===== src/rtl/rr_hold_arbiter.sv =====
// rtl/rr_hold_arbiter.sv - registered round-robin arbiter with grant hold and burst limit
//
// Shares one resource between ISIZE requesters. A granted requester keeps the
// grant while it holds its request; under contention it is limited to MAX_HOLD
// consecutive cycles. A rotating priority pointer provides fairness.
//
// Ports:
//   clk        rising-edge clock
//   rst_n      asynchronous active-low reset
//   reqs       request vector, bit i = requester i wants the resource
//   gnts       registered one-hot grant vector, zero when idle
//   gnt_valid  high when any grant is asserted (|gnts)
//   gnt_id     binary index of the granted requester, zero when idle

module rr_hold_arbiter #(
    parameter int ISIZE    = 8,
    parameter int MAX_HOLD = 4,
    parameter int IDW      = $clog2(ISIZE)
) (
    input  logic             clk,
    input  logic             rst_n,
    input  logic [ISIZE-1:0] reqs,
    output logic [ISIZE-1:0] gnts,
    output logic             gnt_valid,
    output logic [IDW-1:0]   gnt_id
);

    localparam int HCW = (MAX_HOLD + 1 > 1) ? $clog2(MAX_HOLD + 1) : 1;
    localparam logic [HCW-1:0] HOLD_LAST = HCW'(MAX_HOLD - 1);

    typedef enum logic [0:0] {
        IDLE  = 1'b0,
        GRANT = 1'b1
    } state_t;

    state_t           state, state_n;
    logic [IDW-1:0]   ptr, ptr_n;
    logic [IDW-1:0]   owner, owner_n;
    logic [HCW-1:0]   hold_cnt, hold_cnt_n;
    logic [ISIZE-1:0] gnts_n;
    logic             gnt_valid_n;

    logic [ISIZE-1:0] owner_onehot;
    logic [ISIZE-1:0] others;
    logic             release_now;
    logic             preempt_now;
    logic [IDW-1:0]   ptr_after;

    // First set bit of cand, searching start, start+1, ..., wrapping modulo ISIZE.
    function automatic logic [IDW-1:0] pick(input logic [ISIZE-1:0] cand,
                                            input logic [IDW-1:0]   start);
        logic [IDW-1:0] result;
        logic           found;
        int             idx;
        result = '0;
        found  = 1'b0;
        for (int i = 0; i < ISIZE; i++) begin
            idx = (int'(start) + i) % ISIZE;
            if (!found && cand[idx]) begin
                result = IDW'(idx);
                found  = 1'b1;
            end
        end
        return result;
    endfunction

    function automatic logic [ISIZE-1:0] onehot(input logic [IDW-1:0] idx);
        logic [ISIZE-1:0] v;
        v = '0;
        v[idx] = 1'b1;
        return v;
    endfunction

    // Decode of the current owner's situation; only meaningful in GRANT.
    always_comb begin
        owner_onehot = onehot(owner);
        others       = reqs & ~owner_onehot;
        release_now  = ~reqs[owner];
        // A saturated hold counter means the burst is used up; the first
        // competing request at or after that point takes the resource.
        preempt_now  = reqs[owner] && (hold_cnt == HOLD_LAST) && (|others);
        ptr_after    = (int'(owner) == ISIZE - 1) ? '0 : owner + 1'b1;
    end

    always_comb begin
        state_n     = state;
        ptr_n       = ptr;
        owner_n     = owner;
        hold_cnt_n  = hold_cnt;
        gnts_n      = gnts;
        gnt_valid_n = gnt_valid;

        unique case (state)
            IDLE: begin
                if (|reqs) begin
                    owner_n     = pick(reqs, ptr);
                    gnts_n      = onehot(owner_n);
                    gnt_valid_n = 1'b1;
                    hold_cnt_n  = '0;
                    state_n     = GRANT;
                end
            end

            GRANT: begin
                if (release_now || preempt_now) begin
                    ptr_n = ptr_after;
                    if (|others) begin
                        // Hand over at this edge so there is no idle bubble.
                        owner_n     = pick(others, ptr_after);
                        gnts_n      = onehot(owner_n);
                        gnt_valid_n = 1'b1;
                        hold_cnt_n  = '0;
                    end else begin
                        owner_n     = '0;
                        gnts_n      = '0;
                        gnt_valid_n = 1'b0;
                        hold_cnt_n  = '0;
                        state_n     = IDLE;
                    end
                end else if (hold_cnt != HOLD_LAST) begin
                    hold_cnt_n = hold_cnt + 1'b1;
                end
            end

            default: begin
                state_n     = IDLE;
                owner_n     = '0;
                gnts_n      = '0;
                gnt_valid_n = 1'b0;
                hold_cnt_n  = '0;
            end
        endcase
    end

    always_ff @(posedge clk or negedge rst_n) begin
        if (!rst_n) begin
            state     <= IDLE;
            ptr       <= '0;
            owner     <= '0;
            hold_cnt  <= '0;
            gnts      <= '0;
            gnt_valid <= 1'b0;
        end else begin
            state     <= state_n;
            ptr       <= ptr_n;
            owner     <= owner_n;
            hold_cnt  <= hold_cnt_n;
            gnts      <= gnts_n;
            gnt_valid <= gnt_valid_n;
        end
    end

    // owner is a register cleared on return to IDLE, so it is the grant index.
    assign gnt_id = owner;

endmodule


===== config.mk =====
export PLATFORM = sky130hd
export DESIGN_NAME = rr_hold_arbiter
export DESIGN_NICKNAME = d
export VERILOG_FILES = /design/src/rtl/rr_hold_arbiter.sv
export SDC_FILE = /design/constraint.sdc
export NUM_CORES = 1
export LEC_CHECK = 0
export ABC_AREA = 0
export BUFFER_PORTS_ARGS = -buffer_cell sky130_fd_sc_hd__buf_4
export CAP_MARGIN = 15
export CORE_UTILIZATION = 58
export CTS_BUF_LIST = sky130_fd_sc_hd__clkbuf_2
export CTS_CLUSTER_SIZE = 25
export DETAILED_ROUTE_END_ITERATION = 16
export GPL_ROUTABILITY_DRIVEN = 0
export PLACE_DENSITY = 0.88
export RECOVER_POWER = 25
export SYNTH_ARGS = -nofsm -noshare
export SYNTH_HDL_FRONTEND = slang
export SYNTH_SLANG_ARGS = --single-unit

===== constraint.sdc =====
create_clock -name clk -period 3.25 [get_ports clk]
set_input_delay 0.65 -clock clk [delete_from_list [all_inputs] [get_ports clk]]
set_output_delay 0.65 -clock clk [all_outputs]
set_load 0.02 [all_outputs]

Word level (Yosys, flattened, before mapping)
Index checks and enable logic that the tools add are counted.
Storage, ports and cells
  bits in registers: 19
  bits of input ports: 10
  output and inout port bits: 12
Operators by class
  add/sub/neg operators: 16
  magnitude comparators: 22
  eq/ne operators: 6
  mux-type cells: 144
  bitwise operators: 18
  reduce and logical (&&, ||, !) cells: 53
Operators with widths (number)
  1-bit two-way mux: 88
  3-bit two-way mux: 28
  4-bit by 5-bit < comparator with 1-bit output, second input constant: 14
  1-bit binary-select mux with 3-bit select: 17
  3-bit OR reduction: 14
  3-bit adder, second input constant: 8
  8-bit two-way mux: 3
  3-bit by 4-bit < comparator with 1-bit output, second input constant: 5
  1-bit logical AND: 19
  8-bit one-hot mux with 2 select lines: 1
  8-bit OR reduction: 2
  1-bit bitwise AND, first input constant: 14
  1-bit zero test: 14
  3-bit by 1-bit adder with 3-bit output, second input constant: 4
  3-bit by 2-bit adder with 3-bit output, second input constant: 4
  3-bit one-hot mux with 2 select lines: 2
  1-bit demux with 3-bit select: 3
  3-bit by 1-bit greater-or-equal comparator with 1-bit output, second input constant: 3
  8-bit bitwise AND: 1
  8-bit inverter: 1
  2-bit AND reduction: 3
  1-bit one-hot mux with 2 select lines: 2
  3-bit by 1-bit == test with 1-bit output, second input constant: 1
  3-bit by 2-bit == test with 1-bit output, second input constant: 1
  6 further kinds: 7

Logic depth before layout (Yosys ltp)
Gate-level depths: netlist (run 1).
  depth in word-level cells: 61
  mapped depth: 15
  depth with buffers taken out: 14

Least setup slack after synthesis (run 1)
No wires, ideal clock.
  path kind: register to register
  start point: reg owner[1] (netlist: gnt_id[1])
  end point: reg owner[2] (netlist: gnt_id[2])
  library setup time: 0.126 ns
  arrival time: 3.356 ns
  path slack: -0.232 ns
  stages on the path, launching flop included: 15
  buffers on the path: 2
  period minus slack after synthesis: 3.482 ns
  path through: dfrtp_1 -> ha_1 -> buf_4 -> nor2b_1 -> buf_4 -> inv_4 -> ha_1 -> xor2_1 -> o32ai_1 -> a22oi_1 -> a211oi_1 -> nor3_1 -> a21oi_1 -> a2111o_1 -> a221o_1
On the way
  longest elaborated chain between the ends: 57
  elaborated cells between the ends (all ways): 105
  classes of those cells: add/sub: 8; order compare: 2; eq/ne: 2; mux: 70; bitwise: 3; reduce/logical: 20
RTL lines
  start: declaration: RTL line 38  | logic [IDW-1:0] owner, owner_n;
  start signal: assignment: RTL line 146  | owner <= owner_n;
  3-bit by 4-bit < comparator with 1-bit output (implied by the code) or 3-bit by 1-bit greater-or-equal comparator with 1-bit output (tied branches): RTL line 70  | v[idx] = 1'b1;
  1-bit logical AND (implied by the code): RTL line 70
  1-bit two-way mux (implied by the code): RTL line 70
  1-bit demux with 3-bit select: RTL line 70
  8-bit inverter: RTL line 77  | others = reqs & ~owner_onehot;
  8-bit bitwise AND: RTL line 77
  1-bit binary-select mux with 3-bit select: RTL line 59  | if (!found && cand[idx]) begin
  1-bit two-way mux (implied by the code): RTL line 59
  (+41 left out)
  1-bit logical AND: RTL line 59
  3-bit two-way mux: RTL line 59
  3-bit two-way mux: RTL line 107  | if (|others) begin
  3-bit two-way mux: RTL line 105  | if (release_now || preempt_now) begin
  3-bit two-way mux: RTL line 93  | unique case (state)
  3-bit two-way mux: RTL line 107
  3-bit two-way mux: RTL line 105
  3-bit one-hot mux with 2 select lines: RTL line 93
Parallel ways exist; a longest one is shown, timed or not. The select of a mux whose other input is x is not followed.
A chain may end at the register's enable or synchronous reset.

Final worst setup path (run 1)
  start point: reg owner[1] (netlist: gnt_id[1])
  end point: reg owner[0] (netlist: gnt_id[0])
The elaborated chain is that of the path after synthesis.

==> run metrics, run 1 <==
syn_nets 398; crit start category register; final wirelength 10.0 mm; critical path class reg2reg; Synth area leader dfrtp_1; Adder-Cell Fraction of Synth Area 0.0441; mux cell area share after synthesis 0.177; CTS Root Cell clkbuf_2; CP Data Arrival Time 3.58 ns; Max Cap Viol 0; total congestion overflow 0; ys flop type dfrtp_1; Hold Path Class in2async; Layout area overhead 22.4%; WL per Instance 20.8 um; Hold Violations, Final 0; Place WS -0.0946 ns; antenna-violating nets left 0; core area 0.00514 mm^2; largest family of logic cells by synthesized area compound AO/OA/AOI/OAI gates; Post-Synth XOR/XNOR Area 0.0168; ant diodes 0; Setup violations, final 6; Final Cycle Share 1.02; Slew HR 0.322; first-pass GRT wire length 14.7 mm; Top Ports 22; simple-gate share of the synthesized area 0.223; vias in the first global route 3125; CTS Sinks 19; Vias 3441; Die Width 75.4 um; fmax 0.302 GHz; #FFs+latches synth 19; Initial Util 0.608; filler instances 381; Die ar. 0.00568 mm^2; Min Clock Period, post-route 3.31 ns; Worst R2R Path Depth 10; final count of pins violating max slew 0; first-pass iteration count of the detailed router 5; Slew @ Worst Pin 1.02 ns; Syn Std Cell Area 0.00312 mm^2; CTS tree built; setup ws final -0.0595 ns; largest net degree at the start of global routing 23; Multi-input gate area 0.00274 mm^2; HPWL after DPL 7.08 mm; IO buf count 21; layout cells sized above 1 0.354; clk buf depth 2; Synth Instances 377; Post-synth ARST share 1.00; RSZ-0062 raised after global routing yes; H-Tree Depth 1; CTS Hold Bufs 0; Worst Path Required 3.52 ns; ranking of synthesized cells by area dfrtp_1, mux4_2, ha_1; TritonCTS buffer count 3; Sequential cell area 479 um^2; status finished with violations; Vias/cell 7.14; nets 434; antenna violations before repair 0; area share of the largest cell type after synthesis 0.152; Rows 26; Die Y 75.4 um; worst reg2reg path endpoint gnt_id[0]; synthesized area per cell 8.29 um^2; Worst-path clk slew 0.20 ns; Synth warnings 0; EDFF count, synth 0; r2r setup slk -0.06 ns; clock latency at the later pin of the worst-skew pair 0.33 ns; # DRC 0; Worst R2R Start gnt_id[1]; Total GRT Usage 0.340; critical path fanouts, max 6; drt initial violations 349; sequential area share after synthesis 0.152; failing checks negative setup slack; complex-gate fraction of the synthesized area 0.321; Synth cell types 78; worst-case clock skew 0.0206 ns; Crit. End Element register
metal layers:
layer  vias up  track usage  wire (um)
met5         -            0          0
met4         0       0.0967        408
met3        45       0.0331        668
met2       194        0.633       5220
met1      1674        0.417       3730
li1       1528            -          -
cell families after synthesis:
family,after synthesis
AOI/OAI and AO/OA,135
muxes,35
xor gates and xnor gates,6
adders and majority gates,11
DFF,19
and+or+nand+nor,127
buffers and inverters,44
Yosys cell counts, types with 8 or more instances:
master,n
nand2_1,31
nor2_1,24
a21oi_1,22
dfrtp_1,19
o21ai_0,18
inv_1,16
mux4_2,15
nand3_1,13
clkbuf_1,12
nand2b_1,12
nor2b_1,12
o21ai_1,12
ha_1,11
mux2i_1,10
mux2_2,9
a22oi_1,8
critical path, stage by stage (launching register included):
cell	delay, ns
dfrtp_2	0.48
ha_4	0.17
ha_4	0.18
or4b_4	0.62
and2_4	0.19
mux4_2	0.53
o221ai_2	0.26
o2bb2ai_2	0.12
a221o_1	0.39
o21ai_1	0.14
mux2_2	0.15
registers in the layout, summed over array words and instances, names as in the netlist:
register   count
state          1
gnts           8
hold_cnt       3
gnt_valid      1
gnt_id         3
ptr            3
worst max-delay path by stage:
stage | to | slack (ns) | start
detailed placement | gnt_id[0] | -0.09 | gnt_id[1]
CTS | gnt_id[0] | -0.004 | gnt_id[1]
floorplan | gnts[4] | 0.008 | ptr[0]
global placement | gnt_id[0] | 0.0008 | gnt_id[1]
finish | gnt_id[0] | -0.06 | gnt_id[1]
global route | gnts[6] | -0.14 | gnt_id[1]
placed cells by master (no fill, tap or decap), types with 3 or more instances in the layout:
| master | n |
|---|---|
| buf_4 | 53 |
| nand2_1 | 31 |
| nor2_1 | 23 |
| a21oi_1 | 21 |
| inv_1 | 16 |
| dfrtp_1 | 16 |
| mux4_2 | 15 |
| o21ai_1 | 15 |
| nand3_1 | 12 |
| o21ai_0 | 12 |
| nor2b_1 | 11 |
| nand2b_1 | 11 |
| mux2i_1 | 10 |
| a22oi_1 | 8 |
| mux2_2 | 8 |
| ha_1 | 6 |
| o32ai_2 | 5 |
| a21o_1 | 5 |
| a31oi_1 | 5 |
| a32oi_1 | 5 |
| a21boi_1 | 3 |
| or4b_4 | 3 |
| o21a_1 | 3 |
| o21ai_2 | 3 |
| and3b_1 | 3 |
| a211oi_2 | 3 |
| nor3_2 | 3 |
| o21bai_1 | 3 |
| nor3_1 | 3 |
| o22ai_2 | 3 |
| o2111ai_1 | 3 |
| a2111oi_0 | 3 |
| nor3b_1 | 3 |
| ha_4 | 3 |
| clkbuf_2 | 3 |
| dfrtp_2 | 3 |
area by class of cell:
type | instances | share of cell area
clock buffers | 3 | 0.00393
clock inverters | 1 | 0.00131
inverters | 19 | 0.0203
multi-input cells | 314 | 0.715
flip-flops and latches | 19 | 0.125
well taps | 70 | 0.0229
repair buffers | 56 | 0.111
metrics by stage:
| stage | utilization | instance area, um^2 | hold WS, ns | std cells | TNS [ns] |
|---|---|---|---|---|---|
| after floorplan | - | 3230 | 0.354 | 377 | 0 |
| after global placement | 0.692 | 3560 | 0.464 | 472 | 0 |
| after detailed placement | 0.692 | 3560 | 0.472 | 472 | -0.540 |
| after CTS | 0.701 | 3600 | 0.158 | 476 | -0.00414 |
| after global routing | 0.744 | 3820 | 0.516 | 482 | -0.983 |
| final | 0.744 | 3820 | 0.427 | 482 | -0.209 |
what timing repair did:
action	4_1_cts	5_1_grt
gates cloned	0	0
resized for setup	8	39
pin swaps	2	8
setup buffers	0	6
setup endpoints to repair	11	11
Power of run 1 is left out: the tool's default activity adds up to more than one toggle a clock period on the data nets, which glitch-free logic cannot reach.
==> run 2, diff against run 1 <==
--- a/config.mk
+++ b/config.mk
@@ -9,4 +9,5 @@
 export BUFFER_PORTS_ARGS = -buffer_cell sky130_fd_sc_hd__buf_4
 export CAP_MARGIN = 15
+export CORE_ASPECT_RATIO = 2
 export CORE_UTILIZATION = 58
 export CTS_BUF_LIST = sky130_fd_sc_hd__clkbuf_2
==> constraint.sdc (replaced) <==
create_clock -name clk -period 3.25 [get_ports clk]
set_input_delay 0.1625 -clock clk [delete_from_list [all_inputs] [get_ports clk]]
set_output_delay 0.1625 -clock clk [all_outputs]
set_load 0.02 [all_outputs]
==> run metrics, run 2 (synthesized netlist as in run 1, its figures left out) <==
layout cells sized above 1 0.409; antenna violations before repair 0; CP Data Arrival Time 3.66 ns; Vias/cell 7.68; Slowest cell on crit path or4b_4; worst-case clock skew 0.00456 ns; Crit. End Element register; critical path buffer and inverter count 2; filler instances 330; Total GRT Usage 0.380; Slew HR 0.301; Critical path origin gnt_id[1]; largest net degree at the start of global routing 37; Multi-input gate area 0.00286 mm^2; Worst R2R Start gnt_id[1]; Min Clock Period, post-route 3.39 ns; critical path class reg2reg; clock latency at the later pin of the worst-skew pair 0.31 ns; setup ws final -0.139 ns; Hold Path Class in2reg; most used cells in the layout excluding fill and tap cells buf_4, nand2_1, nor2_1; Die ar. 0.00570 mm^2; hold endpoint state; hold depth 4; antenna-violating nets left 0; total congestion overflow 0; Hold Violations, Final 0; status finished with violations; Top reg by flops gnts; Worst-path clk slew 0.19 ns; Die Width 53.9 um; Hold Startpoint reqs[0]; Setup violations, final 10; r2r setup slk -0.14 ns; drt initial violations 212; Worst Path Required 3.52 ns; Top Ports 22; Final Cycle Share 1.04; first-pass GRT wire length 16.1 mm; ant diodes 0; CTS Sinks 19; Slew @ Worst Pin 1.05 ns; vias in the first global route 3422; WL per Instance 24.4 um; IO buf count 21; post-layout util 0.781; CTS tree built; critical path fanouts, max 7; Layout area overhead 28.5%; crit start category register; RSZ-0062 raised after global routing yes; Vias 3677; TritonCTS buffer count 3; CTS Root Cell clkbuf_2; nets 443; crit-path cells buf_6 -> inv_2 -> ha_2 -> or4b_4 -> a2111oi_1 -> a311o_1 -> and4_4 -> nor2_2 -> a221o_1 -> o21ai_1 -> mux2_2; Initial Util 0.608; clk buf depth 2; Sequential cell area 479 um^2; Rows 37; Die Y 106 um; Max Cap Viol 0; CP delay by family, top compound AO/OA/AOI/OAI gates; final wirelength 11.7 mm; final count of pins violating max slew 0; core area 0.00514 mm^2; failing checks negative setup slack; Worst R2R Path Depth 11; worst reg2reg path endpoint gnt_id[0]; H-Tree Depth 1; first-pass iteration count of the detailed router 6; # DRC 0; fmax 0.295 GHz; HPWL after DPL 7.60 mm; Crit path largest cell delay 0.58 ns; max reg flops 8; commonest non-fill, non-tap cell in the layout buf_4
-- run 2: layout make-up --
type,instances,area share
tap,58,0.0181
inverter,19,0.0193
clock buffer,4,0.00499
sequential,19,0.119
multi-input combinational,314,0.711
timing repair buffer,65,0.127
-- run 2: worst max path at each step --
stage          cells after the start  slack (ns)        end
4_1_cts                           11       0.004    gnts[0]
3_5_place_dp                      14       -0.14  gnt_id[2]
5_1_grt                           10       -0.26    gnts[6]
3_3_place_gp                      13       -0.03  gnt_id[1]
6_report                          11       -0.14  gnt_id[0]
2_1_floorplan                     12       0.008    gnts[4]
-- run 2: worst register-to-register path: stages (launching register included) --
cell       delay, ns
dfrtp_2         0.44
buf_6           0.15
inv_2           0.05
ha_2            0.21
or4b_4          0.58
a2111oi_1       0.53
a311o_1         0.25
and4_4          0.29
nor2_2          0.06
a221o_1         0.42
o21ai_1         0.20
mux2_2          0.18
-- run 2: what timing repair did --
action / in CTS / in global routing
resized for setup: 12 / 61
endpoints found under the hold margin: 19 / 0
endpoints found under the setup margin: 11 / 11
setup buffers: 1 / 8
hold buffers: 1 / 0
pin swaps: 0 / 22
-- run 2: per-layer routing --
layer  wire length [um]  global-route usage  part of all wire
met1               3520               0.342              0.30
met2               6250               0.700              0.53
met3                868              0.0563             0.074
met4               1060               0.259             0.091
met5                  0                   0                 0
-- run 2: metrics by stage --
| step | instances | instance area (um^2) | setup slack [ns] | hold slack [ns] | TNS, ns |
|---|---|---|---|---|---|
| after floorplan | 377 | 3230 | 0.00787 | -0.133 | 0 |
| after global placement | 465 | 3590 | -0.0257 | 0.0437 | -0.0257 |
| after detailed placement | 465 | 3590 | -0.137 | 0.0449 | -0.804 |
| after CTS | 471 | 3680 | 0.00410 | 0.247 | 0 |
| after global routing | 479 | 4020 | -0.257 | 0.433 | -1.82 |
| final | 479 | 4020 | -0.139 | 0.413 | -0.531 |
Power of run 2 is left out for the same reason.
